===== src/rtl/wf68k30l_bus_arbiter.sv =====
// wf68k30l_bus_arbiter: MC68030-style bus arbitration, BRn/BGACKn sync, BGn issue and core cycle gating.
module wf68k30l_bus_arbiter #(
  parameter int SYNC_STAGES = 2,
  parameter int TURN_CYCLES = 1
) (
  input  logic       CLK,
  input  logic       RESET,
  input  logic       BRn,
  input  logic       BGACKn,
  input  logic       CORE_REQ,
  input  logic       CYCLE_ACTIVE,
  input  logic       RMC_LOCK,
  output logic       BGn,
  output logic       BUS_EN,
  output logic       CORE_GO,
  output logic [2:0] ARB_STATE
);
  localparam logic [2:0] OWN      = 3'd0;
  localparam logic [2:0] WAIT_END = 3'd1;
  localparam logic [2:0] GRANT    = 3'd2;
  localparam logic [2:0] EXTERNAL = 3'd3;
  localparam logic [2:0] TURN     = 3'd4;
  localparam logic [3:0] TURN_LOAD = 4'(TURN_CYCLES - 1);
  logic [SYNC_STAGES-1:0] br_sync_q, bgack_sync_q;
  logic [2:0] state_q, state_d;
  logic [3:0] cnt_q, cnt_d;
  logic br_s, bgack_s, core_free;
  assign br_s      = br_sync_q[SYNC_STAGES-1];
  assign bgack_s   = bgack_sync_q[SYNC_STAGES-1];
  assign core_free = !CYCLE_ACTIVE && !RMC_LOCK;
  always_ff @(posedge CLK) begin
    if (RESET) begin
      br_sync_q    <= '1;
      bgack_sync_q <= '1;
      state_q      <= OWN;
      cnt_q        <= '0;
    end else begin
      br_sync_q    <= {br_sync_q[SYNC_STAGES-2:0], BRn};
      bgack_sync_q <= {bgack_sync_q[SYNC_STAGES-2:0], BGACKn};
      state_q      <= state_d;
      cnt_q        <= cnt_d;
    end
  end
  // Release happens only between cycles and outside locked RMC sequences.
  always_comb begin
    state_d = state_q;
    cnt_d   = cnt_q;
    case (state_q)
      OWN:      if (!br_s) state_d = core_free ? GRANT : WAIT_END;
      WAIT_END: state_d = br_s ? OWN : core_free ? GRANT : WAIT_END;
      GRANT: begin
        if (!bgack_s) state_d = EXTERNAL;
        else if (br_s) begin
          state_d = TURN;
          cnt_d   = TURN_LOAD;
        end
      end
      EXTERNAL: begin
        if (bgack_s) begin
          state_d = TURN;
          cnt_d   = TURN_LOAD;
        end
      end
      TURN: begin
        if (cnt_q == 4'd0) state_d = br_s ? OWN : GRANT;
        else cnt_d = cnt_q - 4'd1;
      end
      default: state_d = OWN;
    endcase
  end
  assign BGn       = state_q != GRANT;
  assign BUS_EN    = state_q == OWN || state_q == WAIT_END;
  assign CORE_GO   = state_q == OWN && CORE_REQ && br_s;
  assign ARB_STATE = state_q;
endmodule


===== config.mk =====
export PLATFORM = sky130hd
export DESIGN_NAME = wf68k30l_bus_arbiter
export DESIGN_NICKNAME = d
export VERILOG_FILES = /design/src/rtl/wf68k30l_bus_arbiter.sv
export SDC_FILE = /design/constraint.sdc
export NUM_CORES = 1
export LEC_CHECK = 0
export ABC_AREA = 0
export CAP_MARGIN = 10
export CORE_AREA = 8 8 45 47
export DETAILED_ROUTE_END_ITERATION = 8
export DIE_AREA = 0 0 53 55
export PLACE_DENSITY = 0.69
export SLEW_MARGIN = 5
export SYNTH_ARGS = -nofsm -noshare
export SYNTH_HDL_FRONTEND = slang
export SYNTH_SLANG_ARGS = --single-unit

===== constraint.sdc =====
create_clock -name CLK -period 1.6 [get_ports CLK]
set_input_delay 0.32 -clock CLK [delete_from_list [all_inputs] [get_ports CLK]]
set_output_delay 0.32 -clock CLK [all_outputs]
set_load 0.02 [all_outputs]

==> results.yml <==
timing:
  max_freq_mhz: 655
  rsz0062_at_grt: "false"
  relSlewSlack_pct: 78.7
  clock_skew_ns: 0.00583
  tightestPinTransition_ns: 0.319
  setup-tns-final_ns: 0
  setup_violations: 0
  final_max_slew_viol_count: 0
  period_share_pct: 95.5
  hold_viol: 0
  min_period_ns: 1.53
setup_path:
  startpoint_type: "flip-flop"
  regToRegSetupSlack_ns: 0.07
  worstPathArrival_ns: 1.73
  crit_fanout: 4
  regToRegEndpoint: "cnt_q[1]"
  crit_type: "reg2reg"
  required_ns: 1.80
  rr_worst_depth: 6
  reg2reg_from: "cnt_q[0]"
  worstSetupEndpointType: "flip-flop"
logic_synthesis:
  yosysMostFrequentCell: "dfxtp_1"
  avgSynthCellArea_um2: 9.38
  synth_edf_count: 0
  syn_inst: 60
  syn-num-nets: 69
  ys_warn_count: 0
  ys_top_cells_by_count: "dfxtp_1, nor2_1, or2_2, inv_1"
  synthTopCellsByArea: "dfxtp_1, nor2_1, ha_1"
  syn_area_um2: 563
  synth_seq_cells: 11
  synth_cell_types: 31
  async_flop_share_pct: 0
  synth_area_leader_cell: "dfxtp_1"
  post-synth-top-area-fraction_pct: 39.1
  synth-seq-area-share_pct: 39.1
  synth_top_flop_cell: "dfxtp_1"
finish:
  layout-drive-gt1-share_pct: 29.1
  register_area_um2: 220
  finish.utilization_pct: 54.1
  multi_input_area_um2: 328
  area_growth_syn_to_layout_pct: 32.9
  nFillCells: 147
  nets: 89
  diodes: 0
floorplanning:
  core-area_um2: 1380
  dieArea_um2: 2920
  die_width_um: 53
  fp-row-count: 14
  ios: 13
  start_util_pct: 40.7
  die_h_um: 55
pwr:
  leakagePower_uw: 0.000307
  ir_drop_mv: 0.396
  power.density_nw_per_um2: 823
  clock_power_share_pct: 29.9
  comb_power_share_pct: 23.1
  p_sw_share_pct: 26.9
  intPower_uw: 451
  p_sw_uw: 166
  pwr-share-seq_pct: 47.0
drt:
  drt-initial-drc-count: 5
  ant_nets: 0
  routed_via_density: 4.86
  vias: 462
  totalWireLength_mm: 1.14
  drcViolationCount: 0
  firstDrtPassIters: 2
  wl_per_cell_um: 12.0
clocking:
  clock-sinks: 11
  cts-buffers-inserted: 3
  cts_tree: "done"
  path_clk_slew_ns: 0.07
  cts_buffer_depth: 2
  cts_htree_levels: 1
  cts_root_buffer: "clkbuf_4"
  clock_latency_ns: 0.26
  postCtsSetupBuffers: 0
global_routing:
  grt_pass1_wl_mm: 1.84
  antenna_found_initial: 0
  grt_start_max_net_pins: 11
  overflow: 0
  first_global_vias: 471
  grt_usage_pct: 8.54
run:
  drv_cap: 0
place:
  gp_congestion: 0.759
  port_buffers: 12
  hpwlAfterDp_um: 886
worst_hold_path:
  hp-start: "br_sync_q[0]"
  worstHoldEndpoint: "br_sync_q[1]"
  holdPathStages: 1
  hp-class: "reg2reg"
run_status:
  outcome: "finished clean"
[registers in the layout (all words and copies together) (netlist names)]
| signal | cells |
|---|---|
| bgack_sync_q | 2 |
| br_sync_q | 2 |
| cnt_q | 4 |
| ARB_STATE | 3 |
[cell usage in the layout, fill, tap and decap left out, types with 2 or more instances in the layout]
| cell | count |
|---|---|
| dlygate4sd2_1 | 4 |
| buf_4 | 5 |
| dfxtp_1 | 11 |
| clkbuf_4 | 3 |
| and2_1 | 2 |
| inv_2 | 2 |
| nand2b_1 | 2 |
| or2_2 | 4 |
| nand3_1 | 2 |
| o21ai_1 | 2 |
| nor3_1 | 2 |
| ha_1 | 2 |
| xor2_1 | 2 |
| clkdlybuf4s50_1 | 6 |
| nor2_1 | 7 |
[stage by stage]
stage / setup slack (ns) / instance area, um2 / std cells / power [uW] / hold WS [ns]
6_report: 0.0725 / 748 / 95 / 616 / 0.407
3_5_place_dp: -0.208 / 731 / 91 / 449 / 0.394
3_3_place_gp: -0.204 / 731 / 91 / 448 / 0.392
5_1_grt: 0.00389 / 748 / 95 / 648 / 0.428
2_1_floorplan: 0.0265 / 563 / 60 / 379 / 0.386
4_1_cts: -0.0527 / 758 / 95 / 629 / 0.409
[kinds of logic (layout without fill, tap and decap cells)]
group / count (synthesis) / count (layout) / synth area share (%)
flip-flops: 11 / 11 / 39.1
multiplexers: 1 / 1 / 2.67
AO/OA/AOI/OAI: 12 / 12 / 17.1
AND/OR/NAND/NOR: 26 / 26 / 28.2
adder cells (fa/ha/maj): 2 / 2 / 4.44
buffers and inverters: 5 / 24 / 3.78
XOR/XNOR: 3 / 3 / 4.67
[routing by layer]
| layer | wire length, um | GRT usage, % | share of wire [%] |
|---|---|---|---|
| met2 | 575 | 16.6 | 50 |
| met4 | 0 | 6.47 | 0 |
| met5 | 0 | 0 | 0 |
| met1 | 491 | 7.34 | 43 |
| met3 | 74 | 2.14 | 6.5 |
[area by class of cell]
| type | instances | share of cell area (%) |
|---|---|---|
| Multi-Input combinational cell | 44 | 43.8 |
| Inverter | 3 | 1.51 |
| Tap cell | 16 | 2.68 |
| Timing Repair Buffer | 17 | 19.1 |
| Sequential cell | 11 | 29.4 |
| Clock buffer | 4 | 3.51 |
[worst max path at each step]
stage                     cells past startpoint        to  slack (ns)         start
final                                         6  cnt_q[1]        0.07      cnt_q[0]
after global placement                        3   CORE_GO       -0.20      CORE_REQ
after floorplan                               3   CORE_GO        0.03  ARB_STATE[1]
after global routing                          6  cnt_q[1]       0.004      cnt_q[0]
after detailed placement                      3   CORE_GO       -0.21      CORE_REQ
after CTS                                     3   CORE_GO       -0.05  ARB_STATE[1]
[repair_timing]
item / in CTS / in global routing
endpoints found under the setup margin: 6 / 3
hold buffers: 0 / 0
gates resized for setup: 9 / 5
pin swaps: 0 / 1
[critical path, stage by stage (launching register included)]
cell and delay, ns:
dfxtp_1 0.34, inv_2 0.07, ha_1 0.13, or3b_4 0.39, o2bb2ai_2 0.15, mux2_4 0.30
nor2_2 0.08
[power groups by stage]
stage	logic [uW]	registers (uW)	clock network (uW)
global placement	154	295	0
detailed placement	154	295	0
CTS	147	289	192
finish	142	289	184
global route	155	290	203
floorplan	76.2	302	0
Power figures use the tool's default switching activity.
